$ cat src/rtl/seg7_scan.sv
// seg7_scan: multiplexed hex driver for a common-anode 7-segment display.
// The value is latched once per frame so a scan never shows mixed digits.
module seg7_scan #(
  parameter int CLK_DIV = 100000,
  parameter int DIGITS  = 4
) (
  input  logic                  clk,
  input  logic                  rst,
  input  logic [4*DIGITS-1:0]   value,
  input  logic                  en,
  input  logic                  hold,
  input  logic                  lzb,
  input  logic [DIGITS-1:0]     dp,
  output logic [DIGITS-1:0]     an,
  output logic [6:0]            seg,
  output logic                  dp_n,
  output logic                  frame_start
);

  localparam int CW = $clog2(CLK_DIV);
  localparam int IW = (DIGITS > 1) ? $clog2(DIGITS) : 1;
  localparam logic [CW-1:0] DIV_MAX = CW'(CLK_DIV - 1);
  localparam logic [IW-1:0] IDX_MAX = IW'(DIGITS - 1);

  logic [CW-1:0]         div_cnt;
  logic [IW-1:0]         idx;
  logic [4*DIGITS-1:0]   shadow;
  logic                  tick;
  logic                  last;
  logic [3:0]            nib;
  logic                  dp_cur;
  logic [IW-1:0]         top;
  logic                  blank;
  logic [DIGITS-1:0]     an_nxt;

  function automatic logic [6:0] hex7(input logic [3:0] n);
    logic [6:0] s;
    unique case (n)
      4'h0: s = 7'h40;
      4'h1: s = 7'h79;
      4'h2: s = 7'h24;
      4'h3: s = 7'h30;
      4'h4: s = 7'h19;
      4'h5: s = 7'h12;
      4'h6: s = 7'h02;
      4'h7: s = 7'h78;
      4'h8: s = 7'h00;
      4'h9: s = 7'h10;
      4'hA: s = 7'h08;
      4'hB: s = 7'h03;
      4'hC: s = 7'h46;
      4'hD: s = 7'h21;
      4'hE: s = 7'h06;
      default: s = 7'h0E;
    endcase
    return s;
  endfunction

  assign tick   = (div_cnt == DIV_MAX);
  assign last   = (idx == IDX_MAX);
  assign an_nxt = ~(DIGITS'(1) << idx);

  // top = highest nonzero nibble; digit 0 is always kept
  always_comb begin
    nib    = '0;
    dp_cur = 1'b0;
    top    = '0;
    for (int i = 0; i < DIGITS; i++) begin
      if (idx == IW'(i)) begin
        nib    = shadow[4*i +: 4];
        dp_cur = dp[i];
      end
      if (shadow[4*i +: 4] != 4'h0) top = IW'(i);
    end
    blank = lzb && (idx > top);
  end

  always_ff @(posedge clk or posedge rst) begin
    if (rst) begin
      div_cnt     <= '0;
      idx         <= '0;
      shadow      <= '0;
      frame_start <= 1'b0;
      an          <= '1;
      seg         <= 7'h7F;
      dp_n        <= 1'b1;
    end else begin
      div_cnt     <= tick ? '0 : div_cnt + 1'b1;
      frame_start <= tick && last;
      if (tick) begin
        if (last) begin
          idx <= '0;
          if (!hold) shadow <= value;
        end else begin
          idx <= idx + 1'b1;
        end
      end
      if (!en || blank) begin
        an   <= '1;
        seg  <= 7'h7F;
        dp_n <= 1'b1;
      end else begin
        an   <= an_nxt;
        seg  <= hex7(nib);
        dp_n <= ~dp_cur;
      end
    end
  end

endmodule

$ cat config.mk
export PLATFORM = sky130hd
export DESIGN_NAME = seg7_scan
export DESIGN_NICKNAME = d
export VERILOG_FILES = /design/src/rtl/seg7_scan.sv
export SDC_FILE = /design/constraint.sdc
export NUM_CORES = 1
export LEC_CHECK = 0
export CORE_ASPECT_RATIO = 0.75
export CORE_MARGIN = 1.5
export CORE_UTILIZATION = 54
export CTS_CLUSTER_SIZE = 16
export DETAILED_ROUTE_END_ITERATION = 8
export PLACE_DENSITY = 0.85
export SLEW_MARGIN = 20
export SYNTH_ARGS = -nofsm -noshare
export SYNTH_HDL_FRONTEND = slang
export SYNTH_SLANG_ARGS = --single-unit
$ cat constraint.sdc
create_clock -name clk -period 3.46 [get_ports clk]
set_clock_uncertainty 0.2 [all_clocks]
set_input_delay 0.346 -clock clk [delete_from_list [all_inputs] [get_ports clk]]
set_output_delay 0.346 -clock clk [all_outputs]
set_load 0.03 [all_outputs]
---- Word level (Yosys, flattened, before mapping) ----
Memories as Yosys holds them, arrays and structs flattened.
Index checks and enable logic that the tools add are counted.
word-level totals
  flip-flop bits (word level) ............. 48
  bits in read-only memories .............. 112
  bits of input ports ..................... 25
  output and inout bits ................... 13
  word-level logic and storage cells ...... 44
  memories kept ........................... 1
memory list
  memory            depth  bits a word  rd ports  clocked after memory_dff  write ports  RTL line  text
  (name not given)  16     7            1         0                         0            38        unique case (n)
operators by class
  add/subtract/negate cells ............... 2
  magnitude comparators ................... 1
  equal/unequal tests ..................... 4
  shift-type cells ........................ 1
  mux-type cells .......................... 16
  bitwise gates (word level) .............. 3
  reduce and logical (&&, ||, !) cells .... 9
operators by type and width
  kind                     count
  $mux W4                  5
  $add A17 B1 Y17 const B  1
  $eq A17 B17 Y1 const B   1
  $mux W17                 1
  $reduce_bool A4 Y1       3
  $mux W7                  1
  $mux W1                  6
  $mux W2                  3
  $eq A2 B2 Y1 const B     2
  $not A4 Y4               1
  $shl A1 B2 Y4 const A    1
  $reduce_and A3 Y1        1
  $add A2 B1 Y2 const B    1
  $eq A2 B1 Y1 const B     1
  $gt A2 B2 Y1             1
  $logic_and A1 B1 Y1      2
  $logic_not A2 Y1         1
  $not A1 Y1               2
  $logic_not A1 Y1         1
  $logic_or A1 B1 Y1       1

---- Longest topological paths before layout ----
Gate-level depths: netlist of the first run.
  word-level depth ........................ 8
  gate-level depth with buffers ........... 11
  depth with buffers taken out ............ 10

---- Worst setup path after synthesis of the first run ----
OpenSTA, ideal clock, no wires.
  path type ............................... reg-to-reg
  from .................................... reg idx[1]
  to ...................................... reg seg[3]
  setup time .............................. 90 ps
  data arrival time ....................... 2292 ps
  data required time ...................... 3170 ps
  slack ................................... 877 ps
  cell stages (with the launch flop) ...... 11
  path buffers ............................ 1
  clock period less this slack ............ 2583 ps
  cell sequence ........................... dfrtp_1 > inv_1 > ha_1 > clkbuf_1 > a211oi_1 > a211oi_1 > inv_1 > ha_1 > mux2_2 > mux2i_1 > nand2_1
on the way
  longest elaborated chain between the ends .. 7
  elaborated cells between the ends (all ways) .. 13
  classes of those cells .................. 1 x order compare; 3 x eq/ne; 5 x mux; 3 x reduce/logical; 1 x memory
ends and longest elaborated chain
  item                    RTL line  text
  start, declared         26        logic [IW-1:0] idx;
  start signal, assigned  95        idx <= idx + 1'b1;
  $logic_not A2 Y1        69        if (idx == IW'(i)) begin
  $mux W4 (4 in a row)    69
  $mem_v2 Z16 W7          n/a
  $mux W7 *               98        if (!en || blank) begin
  end signal, assigned    104       seg <= hex7(nib);
  end, declared           15        output logic [6:0] seg,
Mark *: on every way between the ends. The rest lies on a longest branch, timed or not.
A chain may end at the register's enable or synchronous reset.

---- Worst setup path after layout of the first run ----
Same ends and word-level chain as after synthesis.

==> results of run 1 <==
[critical path, cell delays in order, from the launching register on]
cell and delay [ps]:
dfrtp_1 420, inv_1 110, ha_1 380, a211oi_1 130, a211oi_1 610, inv_1 210
ha_1 260, mux2_2 270, mux2i_1 130, nand2_1 70
[cell type report]
cell class,instances,area [um2]
Timing Repair Buffer,40,392.9
Tap cell,57,71.32
Multi-Input combinational cell,155,1175
Fill cell,361,1463
Clock buffer,5,68.82
Inverter,11,41.29
Clock inverter,2,12.51
Sequential cell,48,1216
[final timing paths]
kind	start	endpoint	slack, ps
worst max-delay path	idx[1]	seg[3]	590
worst max register to register	idx[1]	seg[3]	590
max in group asynchronous	rst	an[3]	2010
worst min register to register	div_cnt[4]	div_cnt[4]	310
worst min-delay path	rst	frame_start	250
min in group clk	div_cnt[4]	div_cnt[4]	310
[state kept, by name, summed over array words and instances, names as in the netlist]
name,cells
idx,2
div_cnt,17
dp_n,1
frame_start,1
seg,7
an,4
shadow,16
[logic make-up (layout without fill, tap and decap cells)]
group / after synthesis / after routing / share of synthesized area, %
AO/OA/AOI/OAI: 27 / 27 / 7.549
AND/OR/NAND/NOR: 82 / 82 / 18.17
buffers and inverters: 19 / 58 / 3.825
adder cells (fa/ha/maj): 13 / 13 / 6.543
XOR/XNOR: 13 / 13 / 4.580
multiplexers: 20 / 20 / 10.42
flip-flops: 48 / 48 / 48.92
[cells in the mapped netlist, drive strengths merged, types with 2 or more instances]
| cell | count | area share, % |
|---|---|---|
| clkbuf | 6 | 0.91 |
| and2 | 2 | 0.50 |
| a311oi | 2 | 0.70 |
| inv | 11 | 1.7 |
| nor2 | 14 | 2.1 |
| nand3b | 4 | 1.2 |
| or4 | 2 | 0.60 |
| xor2 | 6 | 2.1 |
| nor2b | 6 | 1.5 |
| nor4b | 2 | 0.96 |
| nor3b | 3 | 0.91 |
| nand3 | 9 | 1.8 |
| dfrtp | 36 | 36 |
| mux2 | 17 | 9.2 |
| and4 | 3 | 1.1 |
| nor4 | 2 | 0.50 |
| nand2b | 2 | 0.50 |
| a211oi | 3 | 0.91 |
| nand4 | 3 | 0.75 |
| dfstp | 12 | 13 |
| xnor2 | 7 | 2.5 |
| o21ai | 5 | 1.0 |
| buf | 2 | 1.3 |
| and3 | 2 | 0.55 |
| a21oi | 5 | 1.0 |
| o211ai | 2 | 0.60 |
| o221ai | 5 | 1.8 |
| nand2 | 24 | 3.6 |
| mux2i | 3 | 1.2 |
| ha | 13 | 6.5 |
[layer usage]
layer | up-vias | routed length [um] | track usage (%)
met1 | 867 | 2386 | 31.24
met2 | 54 | 2162 | 32.59
met4 | 0 | 74 | 7.882
met5 | - | 0 | 0
li1 | 860 | - | -
met3 | 8 | 254 | 4.526
[power by group]
part	internal [mW]	leakage (nW)	switching, mW
Clock	0.137	0.0400	0.173
Sequential	0.569	0.615	0.00129
Combinational	0.0351	0.636	0.0307
Total	0.741	1.29	0.205
[layout by cell type (no fill, tap or decap), types with 6 or more instances in the layout]
cell type / count
inv_1: 10
xnor2_1: 7
clkdlybuf4s50_1: 37
nor2b_1: 6
nand3_1: 9
mux2_2: 7
nand2_1: 24
dfrtp_1: 36
mux2_4: 10
dfstp_2: 12
ha_1: 13
nor2_1: 14
xor2_1: 6
[through the flow]
step                      cell area (um2)  setup slack (ps)  utilization, %
after floorplan                      2486             877.3               -
after global placement               2897             735.3           65.23
after detailed placement             2897             650.2           65.23
after CTS                            2978             624.1           67.06
after global routing                 2978             407.9           67.06
final                                2978             590.0           67.06
==> reports/results.txt, run 1 <==
Post-synth EDFFs: 0
Final cell count without fillers: 318
Num Clock Sinks: 48
Inserted Clock Buffers: 5
PwrDens: 317.6 nW/um2
Clock Latency Late Sink: 290 ps
Synth Instances: 222
Post-synthesis register bit count: 48
Drt drc: 0
Via count: 1789
Power, Total: 0.9458 mW
Top Ports: 38
Clk root buf: clkbuf_8
Hold Buf Count CTS: 0
Port Buffers: 37
Max-cap viol count: 0
Grt ovf: 0
Leakage Power: 1.291 nW
Initial Utilization: 55.99%
Reg2reg path depth: 9
Detailed Routing Iterations Pass 1: 4
Synth cell types: 44
TritonCTS clock tree: done
Setup bufs post-CTS: 0
Hold WC Path Type: in -> async
Layout area overhead: 19.78%
Fin Hold WS: 249.9 ps
Least-Margin Pin Slew: 919.6 ps
Post-Syn Nets: 260
Detailed Route WL: 4.878 mm
Vias per inst: 5.626
Die area: 5024 um2
Diodes inserted: 0
Fraction of registers with async set/reset: 100.0%
Fin crit period: 2870 ps
CP Class: reg -> reg
Status: finished, final reports clean
Final Net Count: 299
Resize count post-CTS: 0
Final hold viol count: 0
Share of layout cells above drive strength 1: 16.09%
Post-DP HPWL: 3.643 mm
Fin Setup TNS: 0 ps
Relative slew slack: 38.32%
CTS H-tree lvls: 2
CP endpoint kind: flip-flop
Die Wd: 81.35 um
Largest net degree at the start of global routing: 26
Clk pin slew, worst setup/hold paths: 80 ps
CP required: 3470 ps
Fmax: 348.4 MHz
CP startpoint kind: flip-flop
Arr. time, crit path: 2880 ps
Wire per inst: 15.34 um
Syn_area_per_cell: 11.20 um2
Row Count: 21
Number of global-route vias before repair: 1690
DIE HEIGHT: 61.76 um
Period utilization: 82.95%
Ys flop type: dfrtp_1
Detail Route Antenna Nets: 0
Slew Viols, Final: 0
CTS max path bufs: 2
Post-synthesis sequential area ratio: 48.92%
RSZ-0062 raised after global routing: false
First-pass GRT wire length: 7.976 mm
Gr usage total: 21.61%
Gpl congestion: 0.9061
Netlist Area Pre-Place: 2486 um2
Peak VDD IR: 214.5 uV
CP Max Fanout: 11
Initial antenna violation count: 0
Core area: 4441 um2
Detailed Route Iter0 Violations: 116
Final setup viols: 0
DP Cell Count: 311
Yosys Warn Count: 0
Note: power is estimated with default switching activity, not from simulation.
==> inputs of run 2 (changes only) <==
--- a/config.mk
+++ b/config.mk
@@ -7,10 +7,10 @@
 export LEC_CHECK = 0
 export CORE_ASPECT_RATIO = 0.75
 export CORE_MARGIN = 1.5
-export CORE_UTILIZATION = 54
+export CORE_UTILIZATION = 48
 export CTS_CLUSTER_SIZE = 16
 export DETAILED_ROUTE_END_ITERATION = 8
-export PLACE_DENSITY = 0.85
+export PLACE_DENSITY = 0.8
 export SLEW_MARGIN = 20
 export SYNTH_ARGS = -nofsm -noshare
 export SYNTH_HDL_FRONTEND = slang
==> constraint.sdc (replaced) <==
create_clock -name clk -period 2.5 [get_ports clk]
set_clock_uncertainty 0.2 [all_clocks]
set_input_delay 0.25 -clock clk [delete_from_list [all_inputs] [get_ports clk]]
set_output_delay 0.25 -clock clk [all_outputs]
set_load 0.03 [all_outputs]
==> run 2 against run 1 <==
Net effect: global-route usage down 2.1 points; combinational power rose by 40%; critical path depth decreased by 3; non-clock buffer count is 12 higher; register-to-register slack worse by 520 ps; highest routed layer unchanged; sequential cell count unchanged; cell area increased by 5.4%; clock power grew 79%; worst setup slack got worse by 520 ps; power is 52% higher; worst hold slack worse by 56 ps; via count grew 1.8%.
==> reports/results.txt, run 2 (same netlist as run 1, synthesis figures left out) <==
Status: finished, final reports clean
RSZ-0062 raised after global routing: false
Relative slew slack: 61.34%
Inserted Clock Buffers: 5
Via count: 1822
Reg2reg path depth: 6
Delay-heaviest family, CP: simple AND/OR/NAND/NOR gates
Final hold viol count: 0
Diodes inserted: 0
Fin Hold WS: 193.6 ps
CP Max Fanout: 16
Final Net Count: 311
Initial antenna violation count: 0
Drt drc: 0
Num Clock Sinks: 48
CP Buf/Inv Count: 1
Clock group share of total power: 38.6%
Most frequent cells in the layout: 37 x clkdlybuf4s50_1, 35 x dfrtp_1, 24 x nand2_1
Slew Viols, Final: 0
Detailed Routing Iterations Pass 1: 4
Peak VDD IR: 350.0 uV
Clock Latency Late Sink: 310 ps
Leakage Power: 1.365 nW
First-pass GRT wire length: 8.473 mm
PwrDens: 457.8 nW/um2
Post-DP HPWL: 3.702 mm
Layout area overhead: 26.22%
Critical path's slowest cell: or4b_4
Vias per inst: 5.455
Max-cap viol count: 0
CP required: 2490 ps
Port Buffers: 37
Setup bufs post-CTS: 0
Clk pin slew, worst setup/hold paths: 90 ps
Fin Setup TNS: 0 ps
Flop-to-flop setup slack: 70 ps
CP Class: reg -> reg
Worst path max stage delay: 510 ps
Initial Utilization: 50.46%
Detailed Route WL: 5.015 mm
Number of global-route vias before repair: 1756
Reg2Reg Launch Point: div_cnt[14]
Clk root buf: clkbuf_8
Register share of total power: 54.9%
Critical-path cell list: or4b_4, nor4b_2, and3_2, and3b_1, buf_12, mux2_2
Most flop-heavy register: div_cnt
Max reg flops: 17
Gate power share: 6.4%
Fmax: 412.1 MHz
Wire per inst: 15.01 um
Detail Route Antenna Nets: 0
Die Wd: 86.10 um
Least-Margin Pin Slew: 579.9 ps
Gr usage total: 19.50%
Grt ovf: 0
Period utilization: 97.06%
Die area: 5624 um2
Fin crit period: 2426 ps
Most common cell after layout, fill and taps aside: clkdlybuf4s50_1
Resize count post-CTS: 0
Sw frac: 21.13%
CTS max path bufs: 2
Arr. time, crit path: 2420 ps
Largest net degree at the start of global routing: 49
Row Count: 22
DIE HEIGHT: 65.33 um
CTS H-tree lvls: 2
CP startpoint kind: flip-flop
Hold WC Path Type: in -> async
Core area: 4927 um2
CP endpoint kind: flip-flop
RR Endpoint: shadow[2]
Switching pwr: 0.3036 mW
TritonCTS clock tree: done
Share of layout cells above drive strength 1: 22.26%
Fill cells: 386
Hold Buf Count CTS: 0
Final setup viols: 0
Top Ports: 38
Gpl congestion: 0.9104
Biggest regs: div_cnt: 17 flops, shadow: 16 flops, seg: 7 flops
Detailed Route Iter0 Violations: 147
Pint: 1.133 mW
run 2: changes by cell type in the layout (fill, tap and decap cells not counted):
cell,previous run,this run
a211oi_1,3,2
a211oi_2,0,1
buf_12,0,1
buf_4,3,14
bufinv_16,0,1
dfrtp_1,36,35
dfrtp_2,0,1
ha_1,13,10
ha_2,0,2
ha_4,0,1
inv_1,10,9
inv_2,0,1
run 2: final cells by class:
class / count / area [um2] / share of cell area [%]
tap: 60 / 75.07 / 2.392
clock inverter: 3 / 42.54 / 1.356
sequential: 48 / 1217 / 38.80
inverter: 11 / 41.29 / 1.316
clock buffer: 5 / 68.82 / 2.193
timing repair buffer: 52 / 495.5 / 15.79
multi-input combinational: 155 / 1197 / 38.16
run 2: worst max-delay path by stage:
stage	startpoint	to	slack, ps	cells past startpoint
finish	div_cnt[14]	shadow[2]	70	6
global route	div_cnt[14]	shadow[2]	7	6
CTS	div_cnt[12]	shadow[2]	70	6
detailed placement	div_cnt[12]	shadow[4]	90	6
global placement	div_cnt[12]	shadow[4]	130	6
floorplan	idx[0]	seg[3]	60	9
run 2: per-layer routing:
layer	vias to the layer above	track usage, %	wire [um]
li1	877	-	-
met5	-	0	0
met1	872	29.05	2490
met2	67	29.33	2167
met3	6	4.146	321
met4	0	4.234	35
run 2: tightest hold or removal path, delay by kind of cell:
family                 cells  cell delay [ps]
buffers and inverters      3              920
run 2: power by group through the flow:
stage	registers, mW	clock network [mW]	logic [mW]
floorplan	0.819	0	0.0194
global placement	0.804	0	0.0929
detailed placement	0.804	0	0.0944
CTS	0.789	0.564	0.0946
global route	0.790	0.607	0.101
finish	0.789	0.555	0.0924
run 2: per-stage QoR:
step	setup slack [ps]	power (mW)	cells	utilization [%]	cell area, um2
floorplan	55.85	0.8384	222	-	2491
global placement	128.5	0.8968	326	61.05	3008
detailed placement	94.53	0.8984	326	61.05	3008
CTS	67.45	1.448	334	63.31	3119
global route	6.639	1.498	334	63.69	3138
finish	73.52	1.437	334	63.69	3138
==> inputs of run 3 (changes only) <==
--- a/config.mk
+++ b/config.mk
@@ -11,7 +11,6 @@
 export CTS_CLUSTER_SIZE = 16
 export DETAILED_ROUTE_END_ITERATION = 8
 export PLACE_DENSITY = 0.8
-export SLEW_MARGIN = 20
 export SYNTH_ARGS = -nofsm -noshare
 export SYNTH_HDL_FRONTEND = slang
 export SYNTH_SLANG_ARGS = --single-unit
==> results of run 3 <==
The final DEF is identical to that of run 2; final timing and power are the same.
==> variant (config.mk and constraints of run 3) <==
Put one more register stage on the output `seg`, cleared by the reset. The value now appears one clock later. The other outputs are not delayed to match.
--- a/src/rtl/seg7_scan.sv
+++ b/src/rtl/seg7_scan.sv
@@ -23,2 +23,4 @@
   localparam logic [IW-1:0] IDX_MAX = IW'(DIGITS - 1);
+
+  logic [6:0] seg_s0;
 
@@ -84,3 +86,3 @@
       an          <= '1;
-      seg         <= 7'h7F;
+      seg_s0      <= 7'h7F;
       dp_n        <= 1'b1;
@@ -99,3 +101,3 @@
         an   <= '1;
-        seg  <= 7'h7F;
+        seg_s0 <= 7'h7F;
         dp_n <= 1'b1;
@@ -103,3 +105,3 @@
         an   <= an_nxt;
-        seg  <= hex7(nib);
+        seg_s0 <= hex7(nib);
         dp_n <= ~dp_cur;
@@ -109,2 +111,10 @@
 
+  always_ff @(posedge clk or posedge rst) begin
+    if (rst) begin
+      seg <= '0;
+    end else begin
+      seg <= seg_s0;
+    end
+  end
+
 endmodule
Behaviour: not the same (Yosys sat finds a counterexample within 4 cycles, from zero or initial values and one cycle with rst high).
==> variant against run 3 <==
Clock power down 17%; power up 1.9%; largest cell class unchanged; synthesized cell count up 3.2%; sequential cell count up 7; critical path type unchanged; setup slack better by 0.10 ns; area after synthesis up 6.2%; wire length down 1.3%; design area up 5.0%.
==> variant: results (changes against run 3) <==
Initial DRT Pass Iterations: 4 (unchanged)
Worst r2r path cells: 11 (+5)
Cells after synthesis: 229 (+3.2%)
GRT overflow: 0 (unchanged)
Post-synthesis mux area share: 9.095% (-1.3 points)
Hold/Removal Path Class: input port to asynchronous set/reset pin
Yosys warns: 0 (unchanged)
Pleak: 1.447 nW (+6.0%)
Clock transition at path regs: 0.09 ns (about the same)
Synth unique cells: 43 (-2.3%)
Critical Path Fanout Max: 5 (-11)
CTS Buf Count: 5 (unchanged)
Worst rel slew slack: 68.51% (+7.2 points)
Adder-Cell Fraction of Synth Area: 6.158% (-0.38 points)
Flop-to-flop setup slack: 0.18 ns (+0.10 ns)
Seq/Total Area, Yosys: 52.68% (+3.8 points)
Global-route wire length before repair: 8376 um (-1.1%)
Largest registers: div_cnt (17), shadow (16)
Reg2reg start: idx[1]$_DFFE_PP0N_
Wire per inst: 13.99 um (-6.8%)
Routability cong.: 0.9623 (+5.7%)
Post-synth ARST share: 100.0% (unchanged)
Number of diodes: 0 (unchanged)
Reg2Reg Capture Point: seg_s0[3]$_DFF_PP1_
Hold WS: 0.08401 ns (-0.1096 ns)
H-tree Lvls: 2 (unchanged)
VDD IR max: 0.0002492 V (-29%)
Syn nets: 267 (+2.7%)
Initial antenna violation count: 0 (unchanged)
HPWL after detailed placement: 3698 um (-0.11%)
Top cells by area, synth: dfrtp_1, dfstp_2, ha_1
Clk_lat worst skew: 0.30 ns
Commonest cells post-synth: dfrtp_1, nand2_1, nor2_1, ha_1, dfstp_2
# fillers: 438 (+13%)
Placed Cells: 346 (+6.1%)
Final Routed Wirelength: 4952 um (-1.3%)
Post-synthesis compound-gate area fraction: 7.342% (-0.21 points)
PortBufs: 37 (unchanged)
Initial DRC count: 116 (-21%)
Clk Tree Root Cell: clkbuf_8
Layout cells sized above 1: 21.51% (-0.76 points)
Largest net degree at the start of global routing: 34 (-31%)
Placement Setup Slack: 0.08536 ns (-0.009176 ns)
GRT Total Usage: 18.59% (-0.91 points)
XOR/XNOR Fraction of Synth Area: 4.311% (-0.27 points)
Vias: 1,825 (+0.16%)
NumNets Final: 316 (+1.6%)
Longest Clk Path Bufs: 2 (unchanged)
Outcome: completed
variant: cell type report:
type                            instances  share of cell area [%]
Clock buffer                            7                   2.316
Clock inverter                          1                  0.1519
Inverter                               11                   1.253
Multi-Input combinational cell        155                   36.22
Sequential cell                        55                   42.26
Tap cell                               75                   2.847
Timing Repair Buffer                   50                   14.96
variant: routing by layer:
layer  share of wire [%]  up-vias  global-route usage [%]
met2                  44       53                   27.27
met1                  50      878                   27.95
met3                 5.0        4                   4.034
met5                   0        -                       0
li1                    -      890                       -
met4                0.87        0                   4.688
variant: power breakdown:
group | internal, mW | switching (mW)
logic | 0.0509 | 0.0451
clock network | 0.197 | 0.262
registers | 0.906 | 0.00261
total | 1.15 | 0.310
variant: through the flow:
| stage | cell area (um2) | total power [mW] |
|---|---|---|
| 2_1_floorplan | 2646 | 0.9604 |
| 3_3_place_gp | 3179 | 1.022 |
| 3_5_place_dp | 3179 | 1.022 |
| 4_1_cts | 3261 | 1.483 |
| 5_1_grt | 3296 | 1.524 |
| 6_report | 3296 | 1.464 |
variant: repair_timing:
action / CTS / global route
endpoints found under the hold margin: 0 / 0
setup endpoints to repair: 0 / 7
setup buffers: 0 / 0
resized for setup: 0 / 10
variant: kinds of logic after synthesis:
kind of cell	Yosys count
and+or+nand+nor	81
DFF	55
AOI/OAI and AO/OA	29
buffers and inverters	19
muxes	19
xor gates and xnor gates	13
adders and majority gates	13
variant: worst max-delay path by stage:
stage | from | endpoint | slack, ns | cells past startpoint
after floorplan | idx[0]$_DFFE_PP0N_ | seg_s0[3]$_DFF_PP1_ | 0.06 | 9
after global placement | shadow[12]$_DFFE_PP0P_ | seg_s0[6]$_DFF_PP1_ | 0.08 | 7
after detailed placement | shadow[12]$_DFFE_PP0P_ | seg_s0[6]$_DFF_PP1_ | 0.09 | 6
after CTS | shadow[12]$_DFFE_PP0P_ | seg_s0[6]$_DFF_PP1_ | 0.05 | 6
after global routing | shadow[12]$_DFFE_PP0P_ | seg_s0[4]$_DFF_PP1_ | 0.03 | 6
final | idx[1]$_DFFE_PP0N_ | seg_s0[3]$_DFF_PP1_ | 0.18 | 11
variant: worst max-delay path: stages (launching register included):
cell and delay (ns):
dfrtp_2 0.46, inv_1 0.14, ha_2 0.24, nand2_1 0.06
o211ai_1 0.20, o21ai_0 0.14, buf_4 0.17, ha_1 0.26
inv_1 0.08, mux2i_1 0.07, mux2i_1 0.15, nand2_1 0.08
